File: config.mk
export PLATFORM = sky130hd
export DESIGN_NAME = spi_device
export DESIGN_NICKNAME = d
export VERILOG_FILES = /design/src/rtl/spi_device.sv
export SDC_FILE = /design/constraint.sdc
export NUM_CORES = 1
export LEC_CHECK = 0
export ABC_CLOCK_PERIOD_IN_PS = 3110
export BUFFER_PORTS_ARGS = -buffer_cell sky130_fd_sc_hd__buf_4
export CORE_AREA = 2 2 66 68
export DETAILED_ROUTE_END_ITERATION = 16
export DIE_AREA = 0 0 68 70
export GPL_TIMING_DRIVEN = 0
export HOLD_SLACK_MARGIN = 0.15
export PLACE_DENSITY = 0.85
export SLEW_MARGIN = 0
export SYNTH_ARGS = -nofsm -noshare
export SYNTH_HDL_FRONTEND = slang
export SYNTH_SLANG_ARGS = --single-unit
File: constraint.sdc
create_clock -name clk_i -period 3.11 [get_ports clk_i]
set_input_delay 0.1555 -clock clk_i [delete_from_list [all_inputs] [get_ports clk_i]]
set_output_delay 0.1555 -clock clk_i [all_outputs]
set_load 0.01 [all_outputs]
File: src/rtl/spi_device.sv
// SPI peripheral, mode 0 (CPOL=0, CPHA=0), MSB first, 8-bit frames.
// SCK, CS and COPI are oversampled in clk_i through synchronisers; SCK
// must run at clk_i/8 or slower.
//
// state  | meaning
// IDLE   | chip select inactive, SCK ignored, CIPO pad released
// ACTIVE | chip select active, shifting bytes on synchronised SCK edges
module spi_device #(
    parameter logic [7:0] TxIdleByte = 8'hFF,
    parameter int         SyncStages = 2
) (
    input  logic       clk_i,
    input  logic       rst_i,
    input  logic       sck_i,
    input  logic       cs_ni,
    input  logic       copi_i,
    output logic       cipo_o,
    output logic       cipo_en_o,
    input  logic [7:0] tx_data_i,
    input  logic       tx_valid_i,
    output logic       tx_ready_o,
    output logic [7:0] rx_data_o,
    output logic       rx_valid_o,
    input  logic       rx_ready_i,
    output logic       busy_o,
    output logic       tx_underrun_o,
    output logic       rx_overrun_o,
    input  logic       clear_err_i
);

    typedef enum logic {
        IDLE   = 1'b0,
        ACTIVE = 1'b1
    } state_t;

    state_t state_q, state_d;

    logic [SyncStages-1:0] sck_sync, cs_sync, copi_sync;
    logic sck_s, cs_s, copi_s;
    logic sck_prev, cs_prev;
    logic sck_rise, sck_fall, cs_rise, cs_fall;

    // After reset the chip-select synchroniser holds a forced 1; until it has
    // flushed and shown a real high level, a low cs_ni must not start a frame.
    logic [4:0] settle_cnt;
    logic       cs_armed;

    logic [2:0] bit_cnt;
    logic [7:0] tx_shift, rx_shift;
    logic       byte_seen;
    logic       rx_done;

    logic [7:0] tx_hold;
    logic       tx_full;
    logic       rx_valid_q;
    logic [7:0] rx_hold;

    logic start, in_active, sck_rise_act, sck_fall_act;
    logic reload, tx_accept, rx_pop;
    logic underrun_set, overrun_set;
    logic [7:0] tx_next;

    // Input synchronisers and edge-detect history.
    always_ff @(posedge clk_i) begin
        if (rst_i) begin
            sck_sync  <= '0;
            cs_sync   <= '1;
            copi_sync <= '0;
            sck_prev  <= 1'b0;
            cs_prev   <= 1'b1;
        end else begin
            sck_sync[0]  <= sck_i;
            cs_sync[0]   <= cs_ni;
            copi_sync[0] <= copi_i;
            for (int i = 1; i < SyncStages; i++) begin
                sck_sync[i]  <= sck_sync[i-1];
                cs_sync[i]   <= cs_sync[i-1];
                copi_sync[i] <= copi_sync[i-1];
            end
            sck_prev <= sck_s;
            cs_prev  <= cs_s;
        end
    end

    assign sck_s    = sck_sync[SyncStages-1];
    assign cs_s     = cs_sync[SyncStages-1];
    assign copi_s   = copi_sync[SyncStages-1];
    assign sck_rise = sck_s & ~sck_prev;
    assign sck_fall = ~sck_s & sck_prev;
    assign cs_rise  = cs_s & ~cs_prev;
    assign cs_fall  = ~cs_s & cs_prev;

    // Post-reset settle timer; arms frame start once CS is seen high.
    always_ff @(posedge clk_i) begin
        if (rst_i) begin
            settle_cnt <= 5'(SyncStages);
            cs_armed   <= 1'b0;
        end else begin
            if (settle_cnt != 5'd0) begin
                settle_cnt <= settle_cnt - 5'd1;
            end
            if (settle_cnt == 5'd0 && cs_s) begin
                cs_armed <= 1'b1;
            end
        end
    end

    // FSM state register.
    always_ff @(posedge clk_i) begin
        if (rst_i) begin
            state_q <= IDLE;
        end else begin
            state_q <= state_d;
        end
    end

    // FSM next state and per-cycle event decode.
    always_comb begin
        state_d = state_q;
        case (state_q)
            IDLE:    if (cs_fall && cs_armed) state_d = ACTIVE;
            ACTIVE:  if (cs_rise)             state_d = IDLE;
            default: state_d = IDLE;
        endcase
    end

    assign start        = (state_q == IDLE) && (state_d == ACTIVE);
    assign in_active    = (state_q == ACTIVE) && !cs_rise;
    assign sck_rise_act = in_active && sck_rise;
    assign sck_fall_act = in_active && sck_fall;
    assign reload       = start || (sck_fall_act && bit_cnt == 3'd0 && byte_seen);
    assign tx_next      = tx_full ? tx_hold : TxIdleByte;
    assign tx_accept    = tx_valid_i && !tx_full;
    assign rx_pop       = rx_valid_q && rx_ready_i;
    assign underrun_set = reload && !tx_full;
    assign overrun_set  = rx_done && rx_valid_q && !rx_ready_i;

    // Shift registers and bit counter.
    always_ff @(posedge clk_i) begin
        if (rst_i) begin
            bit_cnt   <= 3'd0;
            tx_shift  <= 8'h00;
            rx_shift  <= 8'h00;
            byte_seen <= 1'b0;
            rx_done   <= 1'b0;
        end else begin
            rx_done <= 1'b0;
            if (start) begin
                bit_cnt   <= 3'd0;
                byte_seen <= 1'b0;
                tx_shift  <= tx_next;
            end else if (sck_rise_act) begin
                rx_shift <= {rx_shift[6:0], copi_s};
                bit_cnt  <= bit_cnt + 3'd1;
                if (bit_cnt == 3'd7) begin
                    rx_done   <= 1'b1;
                    byte_seen <= 1'b1;
                end
            end else if (sck_fall_act) begin
                if (bit_cnt != 3'd0) begin
                    tx_shift <= {tx_shift[6:0], 1'b0};
                end else if (byte_seen) begin
                    tx_shift <= tx_next;
                end
            end
            // A frame cut short mid-byte leaves nothing behind.
            if (state_q == ACTIVE && cs_rise) begin
                bit_cnt  <= 3'd0;
                rx_shift <= 8'h00;
            end
        end
    end

    // Transmit holding register; a reload and an accept may share a cycle.
    always_ff @(posedge clk_i) begin
        if (rst_i) begin
            tx_full <= 1'b0;
            tx_hold <= 8'h00;
        end else begin
            if (reload && tx_full) begin
                tx_full <= 1'b0;
            end
            if (tx_accept) begin
                tx_full <= 1'b1;
                tx_hold <= tx_data_i;
            end
        end
    end

    // Receive holding register; a completing byte beats a same-cycle pop.
    always_ff @(posedge clk_i) begin
        if (rst_i) begin
            rx_valid_q <= 1'b0;
            rx_hold    <= 8'h00;
        end else if (rx_done && (!rx_valid_q || rx_pop)) begin
            rx_valid_q <= 1'b1;
            rx_hold    <= rx_shift;
        end else if (rx_pop) begin
            rx_valid_q <= 1'b0;
        end
    end

    // Sticky error flags; a set in the clearing cycle wins.
    always_ff @(posedge clk_i) begin
        if (rst_i) begin
            tx_underrun_o <= 1'b0;
            rx_overrun_o  <= 1'b0;
        end else begin
            if (underrun_set)     tx_underrun_o <= 1'b1;
            else if (clear_err_i) tx_underrun_o <= 1'b0;
            if (overrun_set)      rx_overrun_o  <= 1'b1;
            else if (clear_err_i) rx_overrun_o  <= 1'b0;
        end
    end

    assign busy_o     = (state_q == ACTIVE);
    assign cipo_en_o  = (state_q == ACTIVE);
    assign cipo_o     = (state_q == ACTIVE) ? tx_shift[7] : 1'b1;
    assign tx_ready_o = !tx_full;
    assign rx_data_o  = rx_hold;
    assign rx_valid_o = rx_valid_q;

endmodule
Word level (Yosys, flattened, before mapping)
Cells that the tools add are included.

operators by class
  muxes and demuxes = 18
  bitwise logic cells = 11
  $add $sub $neg = 2
  equality and inequality tests = 2
  reduce and logical (&&, ||, !) cells = 39

operator list
  kind                                                                 count
  8-bit two-way mux                                                    6
  1-bit logical AND                                                    16
  1-bit two-way mux                                                    11
  2-bit nonzero test                                                   5
  1-bit NOT                                                            7
  3-bit nonzero test                                                   2
  3-bit OR reduction                                                   2
  5-bit zero test                                                      1
  5-bit nonzero test                                                   1
  5-bit by 1-bit subtractor with 5-bit output (second input constant)  1
  1-bit AND                                                            4
  1-bit zero test                                                      4
  2-bit AND reduction                                                  2
  2-bit OR reduction                                                   2
  3-bit by 1-bit adder with 3-bit output (second input constant)       1
  3-bit == test (second input constant)                                1
  3-bit zero test                                                      1
  3-bit AND reduction                                                  1
  1-bit logical OR                                                     2
  2-bit inequality test (second input constant)                        1
  1-bit one-hot mux with 2 select lines                                1

storage, ports and cells
  input bits = 16
  register bits after elaboration = 56

Logic depth before layout (Yosys ltp)
Gate-level depths: netlist (run 1).

  word-level depth = 11
  mapped depth = 7

Worst setup path after synthesis (run 1)
No wires, ideal clock.

  path kind = register to register
  start = reg bit_cnt[0]
  end = reg tx_shift[7]
  setup time = 0.117 ns
  slack = 1.499 ns
  path buffers = 0
  period minus slack after synthesis = 1.611 ns
  data arrival time = 1.494 ns
  stages on the path, launching flop included = 7
  path through = dfxtp_1 -> inv_1 -> ha_1 -> or3b_1 -> a41oi_1 -> nor2_1 -> a32o_1

on the way
  longest elaborated chain between the ends = 5
  elaborated cells between the ends (all ways) = 7
  those cells by class = mux: 4; reduce/logical: 3

ends and longest elaborated chain
  item                    RTL line  text
  start, declared         48        logic [2:0] bit_cnt;
  start signal, assigned  154       bit_cnt <= bit_cnt + 3'd1;
  3-bit nonzero test (*)  160       if (bit_cnt != 3'd0) begin
  8-bit two-way mux       160
  8-bit two-way mux       159       end else if (sck_fall_act) begin
  8-bit two-way mux       152       end else if (sck_rise_act) begin
  8-bit two-way mux       148       if (start) begin
  end signal, assigned    151       tx_shift <= tx_next;
  end signal, assigned    161       tx_shift <= {tx_shift[6:0], 1'b0};
  end signal, assigned    163       tx_shift <= tx_next;
  end, declared           49        logic [7:0] tx_shift, rx_shift;

Every way passes the cells marked *; elsewhere a longest branch is shown, timed or not. The select of a mux whose other input is x is not followed.
A chain may end at the register's enable or synchronous reset.

Final worst setup path (run 1)
  start = reg bit_cnt[0]
  end = reg tx_shift[6]

Same word-level chain as after synthesis.

==> results of run 1 <==
==> critical path, cell delays in order (launching register included) <==
cell,delay [ns]
dfxtp_1,0.32
inv_1,0.08
ha_1,0.17
nor2b_1,0.44
nor2_2,0.12
or3_1,0.34
a32o_1,0.25
==> cell type report <==
class | instances | area share [%]
well taps | 52 | 2.42
clock buffers | 6 | 3.07
inverters | 6 | 0.837
multi-input cells | 150 | 35.6
clock inverters | 2 | 0.372
plain buffers | 12 | 2.46
repair buffers | 44 | 13.6
flip-flops and latches | 56 | 41.7
==> power by group through the flow <==
stage,registers (W),logic [W],clock network [W]
finish,0.000794,0.000207,0.000403
global route,0.000799,0.000231,0.000437
CTS,0.000794,0.000207,0.000408
detailed placement,0.000811,0.000192,0
global placement,0.000809,0.000187,0
floorplan,0.000804,0.000148,0
==> cells by family after synthesis <==
logic type	count (synthesis)
AO/OA/AOI/OAI	27
buffers and inverters	18
XOR/XNOR	4
adder cells (fa/ha/maj)	4
multiplexers	19
flip-flops	56
AND/OR/NAND/NOR	96
==> metrics by stage <==
step	util, %	total power [W]	instances	setup slack (ns)
5_1_grt	64.9	0.00147	328	1.13
2_1_floorplan	-	0.000952	224	1.50
3_5_place_dp	59.3	0.00100	306	1.29
6_report	64.9	0.00140	328	1.30
4_1_cts	64.9	0.00141	328	1.27
3_3_place_gp	59.3	0.000996	306	1.32
==> synthesized netlist by cell type (5+ instances only) <==
library cell,instances
mux2i_1,19
clkbuf_1,6
nand2b_1,5
a32o_1,7
a21oi_1,14
inv_1,6
nor2_1,30
nor3_1,6
or3_1,14
dfxtp_1,56
nor2b_1,10
nand2_1,19
==> routing by layer <==
metal	GRT usage, %	up-vias
li1	-	867
met4	8.67	0
met5	0	-
met2	27.8	24
met1	26.8	761
met3	3.86	4
==> flip-flops by register name, summed over array words and instances (netlist names), 3 cells and up <==
register,flops
bit_cnt,3
rx_data_o,8
rx_shift,8
settle_cnt,5
tx_hold,8
tx_shift,8
==> worst paths after layout <==
path                            depth (start not counted)           to  slack (ns)  startpoint
worst max-delay path                                    6  tx_shift[6]        1.30  bit_cnt[0]
worst min-delay path                                    4   tx_hold[7]        0.30  tx_valid_i
worst max register to register                          6  tx_shift[6]        1.30  bit_cnt[0]
worst min register to register                          1   cs_sync[1]        0.42  cs_sync[0]
==> what timing repair did <==
item                                    in CTS  in global routing
hold endpoints to repair                    14                  0
hold buffers                                14                  0
resized for setup                            0                  0
endpoints found under the setup margin       0                  0
==> impl_metrics.ini, run 1 <==
[outcome]
status = finished clean

[yosys]
ys_seq_area_share_pct = 51.7
synth-async-reset-ratio_pct = 0
synth_area_leaders = dfxtp_1 52%, mux2i_1 8.8%, nor2_1 5.2%, or3_1 4.0%, nand2_1 3.3%
synthCells = 224
synthSimpleGateAreaFrac_pct = 23.0
synth.yosys.warnings = 0
synth_compound_area_share_pct = 8.54
synth_seq_cells = 56
synth_fa_ha_area_share_pct = 2.31
synth-xor-area-share_pct = 1.62
synth.area.mux_share_pct = 8.77
synth_ff_type = dfxtp_1
synth_area_leader_cell = dfxtp_1
synth_top_area_share_pct = 51.7
synth_edf_count = 0
syn_area_mm2 = 0.00217
synthesis.nets = 244
avgSynthCellArea_um2 = 9.68
synth.distinct_cells = 34
synth_top_family_by_area = simple AND/OR/NAND/NOR gates

[detailed_routing]
top_layer_used = met4
wl_met1_um = 1980
num_vias = 1656
wl_met2_um = 1900
viasPerCell = 5.05
routed_wl_um = 4050
ant_nets = 0
first_pass_iters = 4
drc_errors = 0
wire_per_inst_um = 12.4
wl_met3_um = 137
drt_iter0_markers = 85

[run]
maxCapViolCount = 0

[finish]
layout-drive-gt1-share_pct = 17.8
final-seq-area_mm2 = 0.00112
multiInputGateArea_um2 = 958
fillerInstances = 346
area_growth_pct = 24.1
final_cell_mix = 56 x dfxtp_1, 31 x buf_4, 30 x nor2_1
fin_nets = 295
antenna_cells = 0
final_common_cell = dfxtp_1
fin_area_mm2 = 0.00269

[worst_setup_path]
critical_path.startpoint_type = flip-flop
worstPathMaxFanout = 9
cp-end-kind = flip-flop
criticalPathCategory = reg -> reg
crit_arrival_ns = 2.02
worst_ep_required_time_ns = 3.32

[sta]
worstMarginPinSlew_ns = 0.549
timing.final.crit_share_pct = 58.3
report.final.slew_viol_count = 0
final.setup_skew_ns = 0.0110
setup_viol = 0
hold_viol_final = 0
slew_headroom_pct = 63.3
hold_ws_ns = 0.302
tns_ns = 0
rsz0062_at_grt = false
period_needed_ns = 1.81
fmax_mhz = 552

[floorplanning]
die-width_um = 68
io_pins = 31
dieArea_mm2 = 0.00476
row_count = 24
start_util_pct = 52.3
die_h_um = 70
core_mm2 = 0.00414

[global_route]
grt_max_degree = 17
grt_pass1_wl_um = 6800
antenna_found_initial = 0
grt-ovfl-total = 0
grt_pass1_vias = 1502
grt_usage_pct = 19.0

[clocking]
cts_buffer_depth = 2
worst_skew_pair.late_latency_ns = 0.31
h-tree-depth = 2
cts_tree = built
postCtsSetupBuffers = 0
cts_made_buffers = 5
clkTransAtPathRegs_ns = 0.09
clkSinkCount = 56
cts-root-buf = clkbuf_8

[placement]
dp_hpwl_um = 2700
gp_congestion = 0.741
io_buffer_count = 30
postPlaceCellArea_mm2 = 0.00246

[min_path]
hold_path_class = in -> reg

[power]
irDropWorstVdd_mv = 0.430
p_per_area_mw_per_mm2 = 522
swShare_pct = 25.1
intPower_w = 0.00105
seqPwrFrac_pct = 56.5
p_clk_share_pct = 28.7
comb_power_share_pct = 14.7
p_leak_nw = 1.20
p_sw_w = 0.000353
Power figures use the tool's default switching activity.
==> run 2, diff against run 1 <==
ABC_CLOCK_PERIOD_IN_PS = 1700   (was 3110)
clock period = 1.7 ns   (was 3.11 ns; I/O delays follow)
==> run 2 against run 1 <==
  * Sequential share of layout area decreased by 0.45 points
  * Combinational power increased by 84%
  * Wire length decreased by 2.4%
  * Total power increased by 83%
  * Final area increased by 1.2%
  * Register-to-register slack got worse by 1.2 ns
  * Worst hold slack got worse by 0.069 ns
  * Final cell count increased by 0.30%
  * Global-route usage decreased by 0.40 points
  * Largest power group unchanged
  * Fmax increased by 12%
  * Critical path depth unchanged
  * Die area unchanged
==> impl_metrics.ini, run 2 (synthesis gave the netlist of run 1 again) <==
[worst_setup_path]
crit_arrival_ns = 1.83
reg2reg_to = tx_shift[7]
criticalPathCategory = reg -> reg
worstPathMaxFanout = 7
worst-r2r-cell-count = 6
critical_path.startpoint_type = flip-flop
timing.rr.start = bit_cnt[0]
worstSetupStartpoint = bit_cnt[0]
cp-end-kind = flip-flop
r2r_slack_ns = 0.08
worst_ep_required_time_ns = 1.91

[sta]
setup_viol = 0
period_needed_ns = 1.62
fin_ws_ns = 0.0773
report.final.slew_viol_count = 0
hold_ws_ns = 0.232
final.setup_skew_ns = 0.0109
timing.final.crit_share_pct = 95.5
hold_viol_final = 0
slew_headroom_pct = 63.8
worstMarginPinSlew_ns = 0.541
fmax_mhz = 616

[finish]
fin_nets = 296
area_growth_pct = 25.6
layoutNonFillerInstCount = 329
final_cell_mix = 55 x dfxtp_1, 32 x buf_4, 29 x nor2_1
layout-drive-gt1-share_pct = 20.2
final_common_cell = dfxtp_1
antenna_cells = 0

[power]
p_clk_share_pct = 28.6
p_per_area_mw_per_mm2 = 942
swShare_pct = 25.0
p_leak_nw = 1.22
comb_power_share_pct = 14.8
p_sw_w = 0.000642
seqPwrFrac_pct = 56.6
irDropWorstVdd_mv = 0.784
intPower_w = 0.00193

[floorplanning]
row_count = 24
die_h_um = 70
die-width_um = 68
core_mm2 = 0.00414
io_pins = 31
start_util_pct = 52.3
dieArea_mm2 = 0.00476

[detailed_routing]
drt_iter0_markers = 99
routed_wl_um = 3960
drc_errors = 0
num_vias = 1673
ant_nets = 0
viasPerCell = 5.09
wire_per_inst_um = 12.0
first_pass_iters = 4

[placement]
gp_congestion = 0.741
io_buffer_count = 30
dp_hpwl_um = 2700
dp_slack_ns = -0.116
dpl.cell_count = 306

[clocking]
h-tree-depth = 2
worst_skew_pair.late_latency_ns = 0.31
clkTransAtPathRegs_ns = 0.09
cts-root-buf = clkbuf_8
clkSinkCount = 56
cts_buffer_depth = 2
cts_made_buffers = 5
cts_tree = built

[global_route]
grt-ovfl-total = 0
antenna_found_initial = 0
grt_max_degree = 17
grt_pass1_wl_um = 6670
grt_usage_pct = 18.6
grt_pass1_vias = 1500

[min_path]
hold_path_class = in -> reg
hold_end = tx_hold[7]
hp-start = tx_valid_i
hold_path_depth = 4

[run]
maxCapViolCount = 0

[outcome]
status = finished clean
run 2: cell types whose count changed in the layout (fill, tap and decap cells not counted), sizes merged:
cell,before,now
clkbuf,12,13
run 2: area by class of cell:
type                       count  area [um^2]
fill                         336         1420
multi-input combinational    150          978
sequential                    56         1120
inverter                       6         22.5
clock buffer                   6         82.6
buffer                        12         70.1
clock inverter                 2         10.0
timing repair buffer          45          373
tap                           52         65.1
run 2: what timing repair did:
item                                    CTS  global route
endpoints found under the hold margin    17             0
endpoints found under the setup margin    7             8
gates cloned                              0             0
hold buffers                             14             0
resized for setup                         3             6
pin swaps                                 0             1
setup buffers                             0             1
run 2: through the flow:
stage	utilization, %	power [W]	cell area [um^2]	TNS, ns
2_1_floorplan	-	0.00174	2170	0
3_3_place_gp	59.3	0.00182	2460	-0.545
3_5_place_dp	59.3	0.00183	2460	-0.673
4_1_cts	65.2	0.00258	2700	0
5_1_grt	65.7	0.00268	2720	-0.00347
6_report	65.7	0.00257	2720	0
run 2: power groups by stage:
| stage | clock, W | sequential (W) | combinational, W |
|---|---|---|---|
| floorplan | 0 | 0.00147 | 0.000271 |
| global route | 0.000795 | 0.00146 | 0.000425 |
| finish | 0.000735 | 0.00145 | 0.000380 |
| detailed placement | 0 | 0.00148 | 0.000351 |
| global placement | 0 | 0.00148 | 0.000342 |
| CTS | 0.000746 | 0.00145 | 0.000380 |
run 2: layer usage:
layer,vias up,share of wire (%),GRT usage [%]
met4,0,2.1,8.67
li1,869,-,-
met5,-,0,0
met3,8,3.0,3.86
met2,21,47,27.7
met1,775,48,25.6
run 2: worst max-delay path by stage:
stage             endpoint  slack [ns]  depth (start not counted)
3_5_place_dp   tx_shift[6]       -0.12                          6
5_1_grt        tx_shift[7]      -0.003                          6
3_3_place_gp   tx_shift[6]       -0.09                          6
4_1_cts        tx_shift[7]       0.006                          6
2_1_floorplan  tx_shift[7]        0.09                          6
6_report       tx_shift[7]        0.08                          6
run 2: critical path, stage by stage, from the launching register on:
cell and delay (ns):
dfxtp_1 0.32, inv_1 0.08, ha_1 0.17, or3b_4 0.39
a41oi_2 0.18, nor2_2 0.11, a32o_1 0.26
